### config.mk
export PLATFORM = sky130hd
export DESIGN_NAME = mul_seq_param
export DESIGN_NICKNAME = d
export VERILOG_FILES = /design/src/rtl/mul_seq_param.sv
export SDC_FILE = /design/constraint.sdc
export NUM_CORES = 1
export LEC_CHECK = 0
export BUFFER_PORTS_ARGS = -buffer_cell sky130_fd_sc_hd__clkbuf_2
export CAP_MARGIN = 40
export CORE_UTILIZATION = 60
export CTS_CLUSTER_SIZE = 40
export DETAILED_ROUTE_END_ITERATION = 12
export PLACE_DENSITY = 0.86
export SETUP_SLACK_MARGIN = 0.05
export SYNTH_ARGS = -nofsm -noshare
export SYNTH_HDL_FRONTEND = slang
export SYNTH_SLANG_ARGS = --single-unit
### constraint.sdc
create_clock -name clk -period 8.73 [get_ports clk]
set_input_delay 1.746 -clock clk [delete_from_list [all_inputs] [get_ports clk]]
set_output_delay 1.746 -clock clk [all_outputs]
set_load 0.01 [all_outputs]
### src/rtl/mul_seq_param.sv
// Iterative signed/unsigned multiplier: retires BPC multiplier bits per cycle into a 2*WIDTH accumulator,
// then applies the result sign and returns the selected half of the full product.
module mul_seq_param #(
    parameter int WIDTH = 32,
    parameter int BPC   = 1
) (
    input  logic             clk,
    input  logic             rst_n,
    input  logic             start,
    input  logic [WIDTH-1:0] a,
    input  logic [WIDTH-1:0] b,
    input  logic             a_signed,
    input  logic             b_signed,
    input  logic             upper,
    output logic             busy,
    output logic [WIDTH-1:0] dout,
    output logic             drdy
);

    localparam int N  = WIDTH / BPC;
    localparam int CW = (N > 1) ? $clog2(N) : 1;

    // S_ZERO is the single idle-looking cycle of the zero-operand early-out.
    typedef enum logic [2:0] {
        S_IDLE,
        S_CALC,
        S_NEG,
        S_ZERO,
        S_DONE
    } state_t;

    state_t               state_q, state_d;
    logic [2*WIDTH-1:0]   acc_q, acc_d;
    logic [2*WIDTH-1:0]   mcand_q, mcand_d;
    logic [WIDTH-1:0]     mplier_q, mplier_d;
    logic [WIDTH-1:0]     dout_q, dout_d;
    logic [CW-1:0]        cnt_q, cnt_d;
    logic                 neg_q, neg_d;
    logic                 upper_q, upper_d;

    logic                 a_neg, b_neg;
    logic [WIDTH-1:0]     a_mag, b_mag;
    logic [2*WIDTH-1:0]   pp_sum;
    logic [2*WIDTH-1:0]   prod;

    always_comb begin
        a_neg = a_signed & a[WIDTH-1];
        b_neg = b_signed & b[WIDTH-1];
        a_mag = a_neg ? (~a + WIDTH'(1)) : a;
        b_mag = b_neg ? (~b + WIDTH'(1)) : b;

        pp_sum = '0;
        for (int j = 0; j < BPC; j++) begin
            if (mplier_q[j]) begin
                pp_sum = pp_sum + (mcand_q << j);
            end
        end

        prod = neg_q ? (~acc_q + (2*WIDTH)'(1)) : acc_q;
    end

    always_comb begin
        state_d  = state_q;
        acc_d    = acc_q;
        mcand_d  = mcand_q;
        mplier_d = mplier_q;
        dout_d   = dout_q;
        cnt_d    = cnt_q;
        neg_d    = neg_q;
        upper_d  = upper_q;

        case (state_q)
            S_IDLE, S_DONE: begin
                if (start) begin
                    upper_d  = upper;
                    neg_d    = a_neg ^ b_neg;
                    acc_d    = '0;
                    mcand_d  = {{WIDTH{1'b0}}, a_mag};
                    mplier_d = b_mag;
                    cnt_d    = CW'(N - 1);
                    if (a == '0 || b == '0) begin
                        state_d = S_ZERO;
                    end else begin
                        state_d = S_CALC;
                    end
                end
            end
            S_CALC: begin
                acc_d    = acc_q + pp_sum;
                mcand_d  = mcand_q << BPC;
                mplier_d = mplier_q >> BPC;
                cnt_d    = cnt_q - CW'(1);
                if (cnt_q == '0) begin
                    state_d = S_NEG;
                end
            end
            S_NEG: begin
                // Half select is taken from the signed product, never from the magnitude.
                dout_d  = upper_q ? prod[2*WIDTH-1:WIDTH] : prod[WIDTH-1:0];
                state_d = S_DONE;
            end
            S_ZERO: begin
                dout_d  = '0;
                state_d = S_DONE;
            end
            default: begin
                state_d = S_IDLE;
            end
        endcase
    end

    always_ff @(posedge clk or negedge rst_n) begin
        if (!rst_n) begin
            state_q  <= S_IDLE;
            acc_q    <= '0;
            mcand_q  <= '0;
            mplier_q <= '0;
            dout_q   <= '0;
            cnt_q    <= '0;
            neg_q    <= 1'b0;
            upper_q  <= 1'b0;
        end else begin
            state_q  <= state_d;
            acc_q    <= acc_d;
            mcand_q  <= mcand_d;
            mplier_q <= mplier_d;
            dout_q   <= dout_d;
            cnt_q    <= cnt_d;
            neg_q    <= neg_d;
            upper_q  <= upper_d;
        end
    end

    assign busy = (state_q == S_CALC) || (state_q == S_NEG);
    assign drdy = (state_q == S_DONE);
    assign dout = dout_q;

endmodule

Word level (Yosys, flattened, before mapping)
Cells that the tools add are included.
{ "classes": {"bitwise": 6, "reduce_logical": 13, "eq_ne": 6, "n_mux": 18, "n_addsub": 5} }
{ "ops": {"columns": ["operator", "count"], "rows": [
  ["64-bit 2-to-1 mux", 4],
  ["64-bit case mux with 2 select lines", 2],
  ["32-bit 2-to-1 mux", 4],
  ["32-bit case mux with 2 select lines", 2],
  ["32-bit by 1-bit adder with 32-bit output (second input constant)", 2],
  ["64-bit by 1-bit adder with 64-bit output (second input constant)", 1],
  ["64-bit adder", 1],
  ["32-bit logical NOT", 2],
  ["32-bit NOT", 2],
  ["64-bit NOT", 1],
  ["5-bit case mux with 2 select lines", 1],
  ["3-bit case mux with 3 select lines", 1],
  ["3-bit by 2-bit == test with 1-bit output (second input constant)", 2],
  ["3-bit 2-to-1 mux", 2],
  ["2-bit AND reduction", 3],
  ["5-bit logical NOT", 1],
  ["5-bit 2-to-1 mux", 1],
  ["5-bit by 1-bit subtractor with 5-bit output (second input constant)", 1],
  ["2-bit != test (second input constant)", 2],
  ["2-bit nonzero test", 2],
  ["2-bit OR reduction", 2],
  ["3-bit by 1-bit == test with 1-bit output (second input constant)", 1],
  ["3-bit == test (second input constant)", 1],
  ["3-bit logical NOT", 1],
  ["4 further kinds", 6]
]} }
{ "totals": {"out_inout_bits": 34, "elab_cells": 56, "input_bits": 70, "register_bits": 202} }

Logic depth before layout (Yosys ltp)
Gate-level depths: netlist (run 1).
{ "logic_depth": {"ltp_word": 5, "depth_mapped": 16, "depth_no_buf": 14} }

Worst setup path before layout (run 1)
Ideal clock, no wire load.
{ "synth_timing": {"path_type": "in2reg", "from": "input port a[13]", "to": "register mcand_q[30]", "path_buffers": 0, "stages": 9, "path_slack_ns": 4.226, "arrival_ns": 4.370, "t_required_ns": 8.596, "setup_time_ns": 0.134, "path_cell_list": "or4_1 -> or3_1 -> or4_1 -> nor4_1 -> nand2b_1 -> or3_1 -> o41ai_1 -> xor2_1 -> o21ai_0"} }
{ "synth_via": {"elab_chain_cells": 5} }
{ "synth_lines": {"columns": ["item", "line_no", "source"], "rows": [
  ["from (decl)", "10", "input logic [WIDTH-1:0] a,"],
  ["32-bit NOT", "49", "a_mag = a_neg ? (~a + WIDTH'(1)) : a;"],
  ["32-bit by 1-bit adder with 32-bit output", "49", null],
  ["32-bit 2-to-1 mux", "49", null],
  ["64-bit 2-to-1 mux", "74", "if (start) begin"],
  ["64-bit case mux with 2 select lines", "72", "case (state_q)"],
  ["to (signal assigned)", "125", "mcand_q <= mcand_d;"],
  ["to (decl)", "34", "logic [2*WIDTH-1:0] mcand_q, mcand_d;"]
]} }
Every way passes these cells. The select of a mux whose other input is x is not followed.
A chain may end at the register's enable or synchronous reset.

Worst setup path after layout (run 1)
{ "layout_timing": {"from": "register mplier_q[0]", "to": "register acc_q[62]"} }
{ "layout_via": {"elab_chain_cells": 3} }
{ "layout_lines": {"columns": ["item", "line_no", "source"], "rows": [
  ["from (decl)", "35", "logic [WIDTH-1:0] mplier_q, mplier_d;"],
  ["from (signal assigned)", "126", "mplier_q <= mplier_d;"],
  ["64-bit 2-to-1 mux", "54", "if (mplier_q[j]) begin"],
  ["64-bit adder", "89", "acc_d = acc_q + pp_sum;"],
  ["64-bit case mux with 2 select lines", "72", null],
  ["to (signal assigned)", "115", "acc_q <= '0;"],
  ["to (signal assigned)", "124", "acc_q <= acc_d;"],
  ["to (decl)", "33", "logic [2*WIDTH-1:0] acc_q, acc_d;"]
]} }
Every way passes these cells.

==> out/results.ini, run 1 <==
[cts]
cts_hold_buffers = 0
cts_resized = 0
clk_latency_ps = 520
postCtsSetupBuffers = 0
clk_pin_slew_ps = 60
cts_num_sinks = 202
cts_buffers = 23
clockRootBuffer = clkbuf_16
cts-root-to-sink-buffers = 3
htree_levels = 1
cts_tree = yes

[placed_design]
port_buffers = 103
dp_slack_ps = 3754
dp_cells = 2064
gp_congestion = 1.025
dp_hpwl_um = 29370

[floorplanning]
fp.coreArea_um2 = 23680
ios = 104
die_h_um = 158.0
start_util_pct = 61.67
rows = 56
die_area_um2 = 24970
fp.dieW_um = 158.0

[critical_path]
r2r-end = acc_q[62]
r2r_slack_ps = 4180
r2r_start = mplier_q[0]
worstPathRequired_ps = 9180
worstPathMaxFanout = 65
worstSetupStartpointType = flop
arrival_ps = 5010
rr_worst_depth = 15
crit_type = reg2reg
end_kind = flop

[finish]
final_cells = 2105
diodes = 0
nets = 1909
multi_input_area_um2 = 8997
mostFrequentLayoutCells = 201 x dfrtp_1, 199 x o21ai_0, 180 x nand2_1, 132 x a21oi_1, 112 x nor2_1
regArea_um2 = 5056
area_growth_pct = 9.116
drive_above_1_share_pct = 10.08
mostFrequentLayoutCell = dfrtp_1
final_util_pct = 67.29
num-fill-cells = 2001

[worst_hold_path]
min_path_type = reg2reg
holdPathEnd = mplier_q[0]
holdPathStages = 2
hp-start = mplier_q[0]

[synthesis]
synthMuxAreaShare_pct = 0.3598
synth_compound_area_share_pct = 26.34
synth_edf_count = 0
ys_ff_latch = 202
synth_ff_type = dfrtp_1
netlist_instances = 1734
synth_warnings = 0
synth_top_family_by_area = compound AO/OA/AOI/OAI gates
synthSimpleGateAreaFrac_pct = 18.49
synthTopCellsByArea = dfrtp_1 35%, o21ai_0 6.8%, ha_1 5.8%
synth.distinct_cells = 64
synth.cell_area_um2 = 14600
yosysTopAreaCell = dfrtp_1
syn_area_per_cell_um2 = 8.422
synth_fa_ha_area_share_pct = 5.963
syn_nets = 1873
synth.top_cell.area_share_pct = 34.61
synth_seq_area_share_pct = 34.61
async_flop_share_pct = 100.0
synthXorXnorAreaFrac_pct = 10.38

[global_routing]
antenna_found_initial = 1
gr-total-overflow = 0
grt_pass1_vias = 12570
grt_pass1_wl_um = 63490
track_usage_pct = 31.99
grt_max_degree = 92

[power]
leakage_nw = 6.950
ir_drop_uv = 176.7
p_per_area_nw_per_um2 = 383.9

[sta]
fin_hold_ws_ps = 475.4
setup_viol = 0
hold_viol_final = 0
period_minus_slack_ps = 4553
relSlewSlack_pct = 42.70
worst_pin_slew_ps = 857.5
setup_ws_ps = 4177
setup-tns-final_ps = 0
rsz0062_at_grt = false
drv_slew = 0
skew_ps = 12.76
period_share_pct = 52.16
fmax_mhz = 219.6

[detailed_routing]
postRouteAntennaNets = 0
viasPerCell = 6.379
drt-initial-drc-count = 1256
first_pass_iters = 6
post_drt_wl_per_cell_um = 18.67
drc_errors = 0
routed_wl_um = 39300
vias = 13430

[flow_run]
max_cap_violations = 0

[run_status]
status = completed

==> state kept, by name, indices dropped and copies added, names as in the netlist <==
register,flops
neg_q,1
mplier_q,32
acc_q,64
state_q,3
cnt_q,5
mcand_q,64
dout,32
upper_q,1
==> where the power goes <==
part	internal, mW	switching [mW]	total [mW]
Sequential	1.33	0.489	1.82
Combinational	1.33	2.01	3.34
Clock	0.570	0.392	0.962
==> worst max path at each step <==
stage | from | endpoint | slack (ps) | depth (start not counted)
after floorplan | a[13] | mcand_q[30] | 4230 | 9
after global placement | a[13] | mcand_q[30] | 3890 | 10
after detailed placement | a[13] | mcand_q[30] | 3750 | 10
after CTS | a[13] | mcand_q[30] | 4260 | 10
after global routing | mplier_q[0] | acc_q[62] | 3920 | 15
final | mplier_q[0] | acc_q[62] | 4180 | 15
==> per-stage QoR <==
step / instance area, um2 / power [mW]
2_1_floorplan: 14600 / 4.213
3_3_place_gp: 15170 / 4.965
3_5_place_dp: 15190 / 5.086
4_1_cts: 15940 / 6.059
5_1_grt: 15940 / 6.581
6_report: 15940 / 6.117
==> layer usage <==
layer	share of wire (%)	vias up	GRT usage, %	routed length (um)
li1	-	6405	-	-
met1	45	6365	45.39	17670
met2	44	582	50.33	17280
met3	8.3	75	4.708	3264
met4	2.7	0	9.799	1078
met5	0	-	0	0
==> worst max-delay path: stages, from the launching register on <==
cell and delay, ps:
dfrtp_1 340, buf_4 450, and2_1 200, ha_1 170, inv_1 60, fa_1 370
nand2b_1 200, a21oi_1 220, or4_1 190, a21oi_1 130, nor4_1 680, o21ai_0 290
a211oi_1 540, o21ai_0 210, a211o_1 330, nand3_1 80
==> Yosys cell counts, types with 20 or more instances <==
master	n
dfrtp_1	202
nand4_1	25
o21ai_0	199
clkbuf_1	95
a22o_1	55
o31ai_1	38
xnor2_1	83
nand2_1	180
and2_1	71
a21oi_1	132
nor2_1	113
xor2_1	90
inv_1	26
a22oi_1	62
nand3_1	20
a21o_1	37
nor3_1	32
ha_1	68
==> cell families after synthesis <==
logic type,after synthesis
AOI/OAI and AO/OA,610
xor gates and xnor gates,173
buffers and inverters,132
and+or+nand+nor,544
muxes,4
adders and majority gates,69
DFF,202
==> area by class of cell <==
cell class | instances | share of cell area, %
sequential | 202 | 31.73
clock buffer | 32 | 4.012
clock inverter | 9 | 0.6517
multi-input combinational | 1400 | 56.46
inverter | 26 | 0.6124
tap | 319 | 2.505
timing repair buffer | 117 | 4.028
Note: power is estimated with default switching activity, not from simulation.
==> run 2, diff against run 1 <==
clock period = 4.4 ns   (was 8.73 ns; I/O delays follow)
==> run 2 against run 1 <==
Via count is 0.19% higher. Critical path type unchanged. Cell count is 0.57% higher. First-iteration DRC count is 6.0% lower. Highest routed layer unchanged. Critical endpoint is now dout[16]. Combinational power is 100% higher.
==> out/results.ini, run 2 (synthesis results as in run 1) <==
[finish]
drive_above_1_share_pct = 10.79
largestRegisters = acc_q x64, mcand_q x64
num-fill-cells = 1980
mostFrequentLayoutCells = 200 x dfrtp_1, 199 x o21ai_0, 180 x nand2_1, 132 x a21oi_1, 112 x nor2_1
diodes = 0
nets = 1919
final_cells = 2117
fin_area_um2 = 16120
area_growth_pct = 10.36
final_util_pct = 68.05
mostFrequentLayoutCell = dfrtp_1

[placed_design]
gp_congestion = 1.009
port_buffers = 103
dp_cells = 2073
dp_hpwl_um = 29270
dp_slack_ps = 330.8
place_area_um2 = 15290

[worst_hold_path]
min_path_type = in2async

[critical_path]
worstPathRequired_ps = 4790
worstPathMaxFanout = 5
crit_path_top_delay_cell = or4_2
path_cells = or4_2 > or4_2 > or4_2 > nor2_1 > nand2_1 > o41ai_1 > xnor2_1 > a21oi_1 > o21ai_0
worstSetupStartpointType = flop
max_stage_delay_ps = 740
crit_type = reg2reg
crit_top_cell = or4_2
arrival_ps = 4370
end_kind = flop

[floorplanning]
die_area_um2 = 24970
ios = 104
fp.coreArea_um2 = 23680
start_util_pct = 61.67
rows = 56
fp.dieW_um = 158.0
die_h_um = 158.0

[cts]
cts_hold_buffers = 0
clockRootBuffer = clkbuf_16
clk_latency_ps = 530
cts-root-to-sink-buffers = 3
htree_levels = 1
cts_num_sinks = 202
postCtsSetupBuffers = 0
cts_resized = 0
cts_buffers = 24
clk_pin_slew_ps = 60
cts_tree = yes

[sta]
fmax_mhz = 251.0
period_minus_slack_ps = 3984
period_share_pct = 90.54
worst_pin_slew_ps = 907.9
drv_slew = 0
hold_viol_final = 0
relSlewSlack_pct = 39.47
setup_ws_ps = 416.2
rsz0062_at_grt = false
setup-tns-final_ps = 0
setup_viol = 0
skew_ps = 16.38
fin_hold_ws_ps = 177.6

[run_status]
status = completed

[power]
p_per_area_nw_per_um2 = 767.7
p_total_mw = 12.37
ir_drop_uv = 404.5
leakage_nw = 7.036

[detailed_routing]
routed_wl_um = 39540
post_drt_wl_per_cell_um = 18.68
drc_errors = 0
first_pass_iters = 6
viasPerCell = 6.355
drt-initial-drc-count = 1181
vias = 13450
postRouteAntennaNets = 0

[global_routing]
grt_pass1_wl_um = 64250
gr-total-overflow = 0
grt_pass1_vias = 12480
antenna_found_initial = 0
track_usage_pct = 32.38
grt_max_degree = 121

[flow_run]
max_cap_violations = 0

[run 2: cell types whose count changed in the layout (fill, tap and decap cells not counted), sizes merged]
cell	before	now
buf	14	23
clkbuf	135	137
bufinv	2	3
[run 2: layout make-up]
type / instances / area (um2) / share of cell area, %
sequential: 202 / 5057 / 31.38
tap: 319 / 399.1 / 2.477
timing repair buffer: 126 / 742.0 / 4.604
clock buffer: 34 / 668.1 / 4.146
clock inverter: 10 / 145.1 / 0.9006
inverter: 26 / 97.59 / 0.6055
multi-input combinational: 1400 / 9007 / 55.89
[run 2: path summary, 6_finish.rpt]
path / startpoint / to / cells after the start / slack (ps)
worst max-delay path: acc_q[12] / dout[16] / 9 / 420
worst min-delay path: rst_n / dout[8] / 1 / 180
worst max register to register: acc_q[12] / dout[16] / 9 / 420
worst min register to register: dout[27] / dout[27] / 2 / 480
max in group asynchronous: rst_n / acc_q[34] / 3 / 3210
min in group clk: dout[27] / dout[27] / 2 / 480
[run 2: worst max-delay path, delay by kind of cell (launching register included)]
kind	cells	cell delay, ps
AND/OR/NAND/NOR	5	2530
flip-flops	1	450
XOR/XNOR	1	110
AO/OA/AOI/OAI	3	770
[run 2: where the power goes]
part | internal, mW | total, mW | switching (mW)
Combinational | 2.68 | 6.69 | 4.00
Clock | 1.24 | 2.04 | 0.800
Sequential | 2.64 | 3.65 | 1.01
Total | 6.56 | 12.4 | 5.81
[run 2: routing by layer]
layer | global-route usage, % | share of wire (%) | routed length (um) | up-vias
met3 | 4.134 | 8.0 | 3159 | 78
met5 | 0 | 0 | 0 | -
li1 | - | - | - | 6424
met2 | 51.60 | 45 | 17910 | 578
met1 | 45.66 | 44 | 17300 | 6373
met4 | 10.26 | 3.0 | 1176 | 0
